$ cat src/rtl/axi_lite_master_adapter.sv
// AXI-Lite initiator: turns one val/rdy request into a single AXI-Lite read or
// write transaction and returns exactly one response message for it.
module axi_lite_master_adapter #(
  parameter int p_cnt_nbits = 16
) (
  input  logic                   clk,
  input  logic                   reset,
  input  logic                   req_val,
  output logic                   req_rdy,
  input  logic                   req_type,
  input  logic [31:0]            req_addr,
  input  logic [31:0]            req_data,
  input  logic [3:0]             req_strb,
  output logic                   resp_val,
  input  logic                   resp_rdy,
  output logic                   resp_type,
  output logic [1:0]             resp_status,
  output logic [31:0]            resp_data,
  output logic                   awvalid,
  input  logic                   awready,
  output logic [31:0]            awaddr,
  output logic                   wvalid,
  input  logic                   wready,
  output logic [3:0]             wstrb,
  output logic [31:0]            wdata,
  input  logic                   bvalid,
  output logic                   bready,
  input  logic [1:0]             bresp,
  output logic                   arvalid,
  input  logic                   arready,
  output logic [31:0]            araddr,
  input  logic                   rvalid,
  output logic                   rready,
  input  logic [1:0]             rresp,
  input  logic [31:0]            rdata,
  output logic [p_cnt_nbits-1:0] err_count
);

  typedef enum logic [2:0] {IDLE, WR_REQ, WR_RESP, RD_REQ, RD_RESP, RESP} state_t;

  localparam logic [p_cnt_nbits-1:0] cnt_one = {{(p_cnt_nbits-1){1'b0}}, 1'b1};

  state_t                 state_reg;
  logic [p_cnt_nbits-1:0] err_next;

  // Saturating increment: the counter sticks at all-ones instead of wrapping.
  assign err_next = (&err_count) ? err_count : err_count + cnt_one;

  always_ff @(posedge clk) begin
    if (reset) begin
      state_reg   <= IDLE;
      req_rdy     <= 1'b0;
      resp_val    <= 1'b0;
      resp_type   <= 1'b0;
      resp_status <= 2'b00;
      resp_data   <= 32'h0;
      awvalid     <= 1'b0;
      awaddr      <= 32'h0;
      wvalid      <= 1'b0;
      wstrb       <= 4'h0;
      wdata       <= 32'h0;
      bready      <= 1'b0;
      arvalid     <= 1'b0;
      araddr      <= 32'h0;
      rready      <= 1'b0;
      err_count   <= '0;
    end else begin
      case (state_reg)
        IDLE: begin
          if (req_rdy && req_val) begin
            req_rdy <= 1'b0;
            if (req_type) begin
              awvalid   <= 1'b1;
              awaddr    <= req_addr;
              wvalid    <= 1'b1;
              wdata     <= req_data;
              wstrb     <= req_strb;
              state_reg <= WR_REQ;
            end else begin
              arvalid   <= 1'b1;
              araddr    <= req_addr;
              state_reg <= RD_REQ;
            end
          end else begin
            req_rdy <= 1'b1;
          end
        end
        WR_REQ: begin
          // AW and W complete independently; a channel already done counts as ready.
          if (awvalid && awready) awvalid <= 1'b0;
          if (wvalid && wready)   wvalid  <= 1'b0;
          if ((!awvalid || awready) && (!wvalid || wready)) begin
            bready    <= 1'b1;
            state_reg <= WR_RESP;
          end
        end
        WR_RESP: begin
          if (bvalid) begin
            bready      <= 1'b0;
            resp_val    <= 1'b1;
            resp_type   <= 1'b1;
            resp_status <= bresp;
            resp_data   <= 32'h0;
            if (bresp != 2'b00) err_count <= err_next;
            state_reg   <= RESP;
          end
        end
        RD_REQ: begin
          if (arready) begin
            arvalid   <= 1'b0;
            rready    <= 1'b1;
            state_reg <= RD_RESP;
          end
        end
        RD_RESP: begin
          if (rvalid) begin
            rready      <= 1'b0;
            resp_val    <= 1'b1;
            resp_type   <= 1'b0;
            resp_status <= rresp;
            resp_data   <= rdata;
            if (rresp != 2'b00) err_count <= err_next;
            state_reg   <= RESP;
          end
        end
        RESP: begin
          if (resp_rdy) begin
            resp_val  <= 1'b0;
            req_rdy   <= 1'b1;
            state_reg <= IDLE;
          end
        end
        default: state_reg <= IDLE;
      endcase
    end
  end

endmodule

$ cat config.mk
export PLATFORM = sky130hd
export DESIGN_NAME = axi_lite_master_adapter
export DESIGN_NICKNAME = d
export VERILOG_FILES = /design/src/rtl/axi_lite_master_adapter.sv
export SDC_FILE = /design/constraint.sdc
export NUM_CORES = 1
export LEC_CHECK = 0
export ABC_AREA = 1
export BUFFER_PORTS_ARGS = -buffer_cell sky130_fd_sc_hd__buf_4
export CORE_MARGIN = 10
export CORE_UTILIZATION = 42
export DETAILED_ROUTE_END_ITERATION = 16
export GPL_TIMING_DRIVEN = 0
export PLACE_DENSITY = 0.75
export SLEW_MARGIN = 15
export SYNTH_ARGS = -nofsm -noshare
export SYNTH_HDL_FRONTEND = slang
export SYNTH_SLANG_ARGS = --single-unit
$ cat constraint.sdc
create_clock -name clk -period 1.6 [get_ports clk]
set_clock_uncertainty 0.15 [all_clocks]
set_input_delay 0.08 -clock clk [delete_from_list [all_inputs] [get_ports clk]]
set_output_delay 0.08 -clock clk [all_outputs]
set_load 0.03 [all_outputs]
==> results of run 1 <==
-- layout make-up --
cell class / instances / share of cell area (%)
well taps: 180 / 2.01
clock inverters: 9 / 0.992
clock buffers: 22 / 3.95
diodes: 1 / 0.0223
inverters: 35 / 1.37
multi-input cells: 571 / 26.0
repair buffers: 428 / 33.0
plain buffers: 46 / 3.64
flip-flops and latches: 161 / 29.0
-- stage by stage --
step                      worst slack, ns  total power, mW  instance area (um^2)  utilization, %
after floorplan                  0.000403             7.33                  6130               -
after global placement             -0.242             8.71                  8390            59.7
after detailed placement           -0.253             8.75                  8390            59.7
after CTS                         -0.0874             13.3                 10400            73.9
after global routing               -0.258             14.9                 11200            80.0
final                              -0.182             14.3                 11200            80.0
-- synthesized netlist by cell type --
cell type    n  share of area (%)
o211ai_1     1               0.12
a31oi_1      1               0.10
a22oi_1     32                3.9
nand3_1     27                2.2
nand3_2      1               0.16
nand2_2      1               0.10
nor2_4       2               0.37
buf_1        1              0.061
dfxtp_1    161                 53
inv_1       33                2.0
nor2_1     295                 18
o21ai_0    104                8.5
nand4_4      1               0.35
buf_4        3               0.37
a21oi_1     19                1.6
nor3_1       1              0.082
or2_2        1               0.10
buf_6        2               0.37
ha_1         1               0.21
clkbuf_1    27                1.7
inv_2        2               0.12
a211oi_1     1               0.12
nand3_4      1               0.29
nor2_2       1               0.10
nand2_1     80                4.9
buf_2       14                1.1
-- where the power goes --
part	total [mW]	switching [mW]	internal, mW
clock	3.92	1.63	2.29
sequential	4.91	0.394	4.51
combinational	5.51	3.16	2.35
-- metal layers --
metal | GRT usage (%) | share of wire [%]
met2 | 42.1 | 52
met3 | 7.47 | 7.1
met1 | 25.2 | 37
met4 | 11.2 | 4.3
met5 | 0 | 0
-- worst max-delay path, cell delays in order (launching register included) --
cell	delay [ns]
dfxtp_4	0.37
nor2_4	0.19
nand2_4	0.08
nand2_4	0.09
nand3_4	0.14
nor2_4	0.28
buf_6	0.18
nand3_2	0.06
nand2_1	0.07
nor2_1	0.05
-- final timing paths --
path                      from       endpoint  slack [ns]  depth (start not counted)
setup reg to reg  state_reg[0]  err_count[11]       -0.18                          9
hold / removal           reset   resp_data[5]        0.14                          3
setup / recovery  state_reg[0]  err_count[11]       -0.18                          9
hold reg to reg         rready         rready        0.32                          2
-- logic make-up (layout without fill, tap and decap cells) --
| family | Yosys count | in the layout | synth area share, % |
|---|---|---|---|
| compound gates | 158 | 158 | 14.4 |
| fa+ha+maj | 1 | 1 | 0.205 |
| buf+inv | 82 | 540 | 5.76 |
| flops | 161 | 161 | 52.8 |
| other cells | 0 | 1 | 0 |
| simple gates | 411 | 412 | 26.8 |
-- timing repair --
action | 4_1_cts | 5_1_grt
pin swaps | 17 | 34
gates resized for setup | 78 | 196
endpoints found under the setup margin | 151 | 152
buffers inserted | 12 | 17
hold buffers | 112 | 0
hold endpoints to repair | 144 | 0
gates cloned | 2 | 16
==> results.toml, run 1 <==
[timing]
holdWs_ns = 0.143
tns_ns = -8.69
max_freq_mhz = 561
rsz0062_at_grt = "yes"
worst_pin_slew_ns = 0.730
final_max_slew_viol_count = 0
fin_ws_ns = -0.182
fin_crit_ns = 1.78
setup_viol_count_final = 117
finalHoldViolCount = 0
max-slew-margin-rel_pct = 51.3
finalCritPeriodShare_pct = 111

[drt]
wl_per_cell_um = 19.2
firstDrtPassIters = 5
drcViolationCount = 0
wirelength_mm = 27.9
drt_iter0_drc = 413
ant_nets = 0
vias_per_cell = 5.19
vias = 7547

[cts]
cts_buffers = 17
clkSinkCount = 161
tritoncts = "built"
clk_latency_ns = 0.42
clk_pin_slew_ns = 0.06
clock-root-buffer = "clkbuf_16"
cts.htree.levels = 4
clock_path_buffers = 2

[floorplan]
fp.dieW_um = 141
die_y_um = 141
initial_core_util_pct = 43.5
dieArea_um2 = 19800
core-area_um2 = 14000
rows = 43
ios = 272

[global_route]
grt_pass1_vias = 7228
grt_max_degree = 17
grt_pass1_wl_mm = 38.3
antenna_found_initial = 1
grt-ovfl-total = 0
grt_util_all_layers_pct = 23.8

[placement]
dp.cells = 1263
gp_congestion = 0.859
portBuffers = 270
dp_hpwl_mm = 15.9

[worst_hold_path]
hold_path_class = "primary input to flop"

[setup_path]
end_kind = "flop"
path_max_fanout = 7
cp.arrival_ns = 1.94
critical_path_class = "flop to flop"
startpoint_type = "flop"
crit_required_ns = 1.76

[logic_synthesis]
yosysSeqAreaShare_pct = 52.8
syn_area_per_cell_um2 = 7.51
synth_seq_cells = 161
synth.net_count = 928
synth_cells = 813
yosysWarnings = 0
post_synth_num_cell_types = 26
syn_area_um2 = 6100

[cells_and_area]
final_cell_mix = "300 x buf_4, 264 x nor2_1, 147 x dfxtp_1"
seq_area_um2 = 3250
stdcell_count = 1453
area_growth_syn_to_layout_pct = 84.0
layout_commonest_cell = "buf_4"
nNetsFinal = 1375
drive_gt1_share_pct = 37.7
multiInputGateArea_um2 = 2920
nFillCells = 856

[outcome]
status = "finished with violations"
violations = "negative setup slack"

[power_and_ir_drop]
p_per_area_nw_per_um2 = 1280
ir_worst_vdd_uv = 790
leakagePower_nw = 5.03

[run]
drv_cap = 0
(Power assumes the default switching activity.)
==> run 2: changes to the inputs <==
--- a/config.mk
+++ b/config.mk
@@ -7,6 +7,7 @@
 export LEC_CHECK = 0
 export ABC_AREA = 1
 export BUFFER_PORTS_ARGS = -buffer_cell sky130_fd_sc_hd__buf_4
+export CORE_ASPECT_RATIO = 1.1
 export CORE_MARGIN = 10
 export CORE_UTILIZATION = 42
 export DETAILED_ROUTE_END_ITERATION = 16
==> run 2 against run 1 <==
The run still ends with negative setup slack left; total power up 3.0%; core utilization fell by 1.1 points; worst hold slack got worse by 0.053 ns; fmax increased by 1.6%; via count fell by 0.32%; flip-flop and latch count is the same; sequential share of layout area down 0.22 points; final area rose by 0.69%; die area hardly changed; worst setup slack improved by 0.027 ns; global-route usage shrank 0.14 points; cell count grew 0.14%; critical path type unchanged.
==> results.toml, run 2 (synthesis gave the netlist of run 1 again) <==
[outcome]
status = "finished with violations"
violations = "negative setup slack"

[global_route]
grt_pass1_vias = 7260
grt_util_all_layers_pct = 23.7
antenna_found_initial = 2
grt_pass1_wl_mm = 38.1
grt-ovfl-total = 0
grt_max_degree = 17

[floorplan]
fp.dieW_um = 135
rows = 46
core-area_um2 = 14300
dieArea_um2 = 19800
ios = 272
die_y_um = 146
initial_core_util_pct = 42.6

[cells_and_area]
area_growth_syn_to_layout_pct = 85.3
nNetsFinal = 1363
drive_gt1_share_pct = 39.4
nFillCells = 867
layout_commonest_cell = "buf_4"
final_cell_mix = "298 x buf_4, 268 x nor2_1, 149 x dfxtp_1"
stdcell_count = 1455
design_area_um2 = 11300
multiInputGateArea_um2 = 3020
seq_area_um2 = 3250

[setup_path]
r2r_start = "state_reg[0]"
end_kind = "flop"
crit_start = "state_reg[0]"
startpoint_type = "flop"
reg2reg_setup_slack_ns = -0.15
path_max_fanout = 7
crit_required_ns = 1.79
critical_path_class = "flop to flop"
cp.arrival_ns = 1.95

[cts]
cts_buffers = 17
clock_path_buffers = 2
clk_pin_slew_ns = 0.06
cts.htree.levels = 4
clk_latency_ns = 0.42
clock-root-buffer = "clkbuf_16"
tritoncts = "built"
clkSinkCount = 161

[drt]
vias_per_cell = 5.17
wl_per_cell_um = 18.1
vias = 7523
firstDrtPassIters = 5
drcViolationCount = 0
drt_iter0_drc = 454
ant_nets = 0
wirelength_mm = 26.4

[power_and_ir_drop]
switchingPower_mw = 5.17
pwr-share-seq_pct = 33.1
combPwrFrac_pct = 36.4
p_int_mw = 9.61
ir_worst_vdd_uv = 906
swShare_pct = 35.0
p_per_area_nw_per_um2 = 1310
leakagePower_nw = 5.05
p_clk_share_pct = 30.4

[worst_hold_path]
hold_path_class = "primary input to flop"
min_from = "rvalid"

[placement]
dp_hpwl_mm = 15.7
portBuffers = 270
gp_congestion = 0.902
dp.cells = 1275
place_area_um2 = 8400

[run]
drv_cap = 0

[timing]
worst_pin_slew_ns = 0.755
max-slew-margin-rel_pct = 49.7
fin_crit_ns = 1.75
rsz0062_at_grt = "yes"
finalCritPeriodShare_pct = 110
setup_viol_count_final = 133
max_freq_mhz = 570
fin_ws_ns = -0.155
finalHoldViolCount = 0
tns_ns = -8.96
final_max_slew_viol_count = 0
## run 2: metal layers
layer / global-route usage [%] / vias to the layer above / part of all wire, %
met4: 10.6 / 0 / 4.1
met5: 0 / - / 0
met2: 41.4 / 348 / 52
li1: - / 3501 / -
met3: 6.49 / 86 / 7.6
met1: 26.0 / 3588 / 37
## run 2: critical path: stages, from the launching register on
cell and delay [ns]:
dfxtp_4 0.37, nor2_4 0.18, nand2_2 0.08, inv_2 0.08
nand4_4 0.19, inv_4 0.17, buf_12 0.15, buf_8 0.13
nor2_2 0.05, nor2_1 0.12
## run 2: worst paths after layout
kind | to | cells after the start
worst min register to register | awaddr[25] | 2
worst max register to register | awaddr[21] | 9
worst max-delay path | awaddr[21] | 9
worst min-delay path | resp_data[31] | 5
## run 2: per-stage QoR
step	total power [mW]	util, %	hold WS, ns	worst slack, ns
finish	14.8	78.9	0.0897	-0.155
global route	15.4	78.9	0.146	-0.224
CTS	13.9	74.4	0.0108	-0.0761
detailed placement	8.76	58.6	0.186	-0.248
global placement	8.69	58.6	0.177	-0.216
floorplan	7.33	-	0.0926	0.000403
## run 2: area by class of cell
type	count	area share [%]
diodes	2	0.0443
plain buffers	46	3.65
clock buffers	22	4.28
clock inverters	10	1.54
inverters	35	1.32
multi-input cells	571	26.7
flip-flops and latches	161	28.7
well taps	192	2.12
repair buffers	416	31.6
## run 2: what timing repair did
item,4_1_cts,5_1_grt
setup buffers,11,12
hold buffers,112,0
setup endpoints to repair,150,151
hold endpoints to repair,144,0
resized for setup,118,152
pin swaps,13,43
gates cloned,5,7
## run 2: power by group through the flow
stage	logic (mW)	clock network, mW	registers, mW
after global placement	3.80	0	4.89
after floorplan	1.61	0	5.72
after CTS	4.54	4.52	4.85
after detailed placement	3.85	0	4.91
after global routing	5.72	4.69	4.95
final	5.39	4.50	4.90
==> run 3: changes to the inputs <==
--- a/config.mk
+++ b/config.mk
@@ -13,6 +13,7 @@
 export DETAILED_ROUTE_END_ITERATION = 16
 export GPL_TIMING_DRIVEN = 0
 export PLACE_DENSITY = 0.75
+export RECOVER_POWER = 50
 export SLEW_MARGIN = 15
 export SYNTH_ARGS = -nofsm -noshare
 export SYNTH_HDL_FRONTEND = slang
==> run 3 against run 2 <==
The run still ends with negative setup slack left; flip-flop and latch count unchanged; routed wire length about the same; total power down 1.2%; first-iteration DRC count fell by 4.4%; clock power hardly changed; register-to-register slack barely moved; critical path type unchanged; largest cell class unchanged.
==> results.toml, run 3 (synthesis gave the netlist of run 1 again) <==
[global_route]
grt_util_all_layers_pct = 23.7
use_met1_pct = 26.0
antenna_found_initial = 2
gr-max-usage-layer = "met2"
grt-ovfl-total = 0
grt_pass1_wl_mm = 38.1
grt_pass1_vias = 7260
grt_util_met3_pct = 6.49
grt_max_degree = 17
met2_usage_pct = 41.4

[worst_hold_path]
min_from = "rvalid"
min_to = "resp_data[31]"
hold_path_class = "primary input to flop"
hold_depth = 5

[timing]
max-slew-margin-rel_pct = 50.0
finalHoldViolCount = 0
fin_ws_ns = -0.162
setup_viol_count_final = 134
tns_ns = -9.18
final_max_slew_viol_count = 0
worst_pin_slew_ns = 0.751
rsz0062_at_grt = "yes"
fin_crit_ns = 1.76
finalCritPeriodShare_pct = 110
max_freq_mhz = 568
holdWs_ns = 0.0866

[cts]
clkSinkCount = 161
clock_path_buffers = 2
cts.htree.levels = 4
tritoncts = "built"
cts_buffers = 17
clock-root-buffer = "clkbuf_16"
clk_latency_ns = 0.42
clk_pin_slew_ns = 0.06

[floorplan]
core-area_um2 = 14300
initial_core_util_pct = 42.6
rows = 46
dieArea_um2 = 19800
die_y_um = 146
ios = 272
fp.dieW_um = 135

[cells_and_area]
fin_util_pct = 76.7
area_growth_syn_to_layout_pct = 80.2
stdcell_count = 1455
layout_commonest_cell = "nor2_1"
final_cell_mix = "268 x nor2_1, 215 x buf_4, 149 x dfxtp_1"
drive_gt1_share_pct = 32.8
nNetsFinal = 1363

[placement]
gp_congestion = 0.902
portBuffers = 270
dp.cells = 1275
dp_hpwl_mm = 15.7

[drt]
drcViolationCount = 0
drt_iter0_drc = 434
wl_per_cell_um = 18.2
vias_per_cell = 5.11
ant_nets = 0
wirelength_mm = 26.4
vias = 7441
firstDrtPassIters = 7

[power_and_ir_drop]
p_per_area_nw_per_um2 = 1330
leakagePower_nw = 4.70
switchingPower_mw = 5.17
ir_worst_vdd_uv = 907
finalPower_mw = 14.6
pwr-share-seq_pct = 33.5
p_int_mw = 9.43
swShare_pct = 35.4
combPwrFrac_pct = 35.6
p_clk_share_pct = 30.9

[outcome]
violations = "negative setup slack"
status = "finished with violations"

[setup_path]
startpoint_type = "flop"
path_max_fanout = 7
end_kind = "flop"
critical_path_class = "flop to flop"
r2r_end = "awaddr[21]"
crit_required_ns = 1.79
r2r_start = "state_reg[0]"
reg2reg_setup_slack_ns = -0.16
rr_worst_depth = 9
cp.arrival_ns = 1.96

[run]
drv_cap = 0
[run 3: changes by cell type in the layout (fill, tap and decap cells not counted), sizes merged]
| cell | before | now |
|---|---|---|
| buf | 321 | 238 |
| clkbuf | 51 | 134 |
[run 3: per-layer routing]
metal / vias to the layer above / wire length (um)
li1: 3497 / -
met1: 3554 / 9790
met2: 309 / 13700
met3: 81 / 1890
met4: 0 / 1000
met5: - / 0
[run 3: timing repair]
action | 4_1_cts | 5_1_grt
buffers inserted | 11 | 12
hold buffers | 112 | 0
endpoints found under the setup margin | 150 | 151
hold endpoints to repair | 144 | 0
pin swaps | 13 | 43
resized for setup | 118 | 152
gates cloned | 5 | 7
[run 3: final cells by class]
| type | instances | area, um^2 |
|---|---|---|
| Antenna cell | 2 | 5.00 |
| Buffer | 46 | 413 |
| Clock buffer | 22 | 484 |
| Clock inverter | 10 | 174 |
| Fill cell | 987 | 3330 |
| Inverter | 35 | 149 |
| Multi-Input combinational cell | 571 | 3020 |
| Sequential cell | 161 | 3250 |
| Tap cell | 192 | 240 |
| Timing Repair Buffer | 416 | 3260 |
[run 3: power by group through the flow]
stage	Clock, mW	Combinational (mW)	Sequential [mW]
detailed placement	0	3.85	4.91
global placement	0	3.80	4.89
finish	4.50	5.20	4.89
floorplan	0	1.61	5.72
global route	4.69	5.54	4.94
CTS	4.52	4.54	4.85
[run 3: critical path, stage by stage, from the launching register on]
cell     delay, ns
dfxtp_4       0.37
nor2_4        0.18
nand2_2       0.08
inv_2         0.08
nand4_4       0.19
inv_4         0.16
buf_12        0.15
buf_8         0.13
nor2_2        0.05
nor2_1        0.12
[run 3: worst max path at each step]
stage | to | depth (start not counted) | from | slack, ns
after floorplan | err_count[3] | 8 | err_count[5] | 0.0004
after global placement | araddr[11] | 6 | reset | -0.22
after detailed placement | awaddr[17] | 9 | state_reg[0] | -0.25
after CTS | awaddr[28] | 9 | state_reg[1] | -0.08
after global routing | awaddr[12] | 7 | state_reg[0] | -0.22
final | awaddr[21] | 9 | state_reg[0] | -0.16
[run 3: per-stage QoR]
step                setup slack (ns)  instance area, um^2
finish                        -0.162                11000
CTS                          -0.0761                10700
global placement              -0.216                 8400
detailed placement            -0.248                 8400
floorplan                   0.000403                 6130
global route                  -0.224                11000
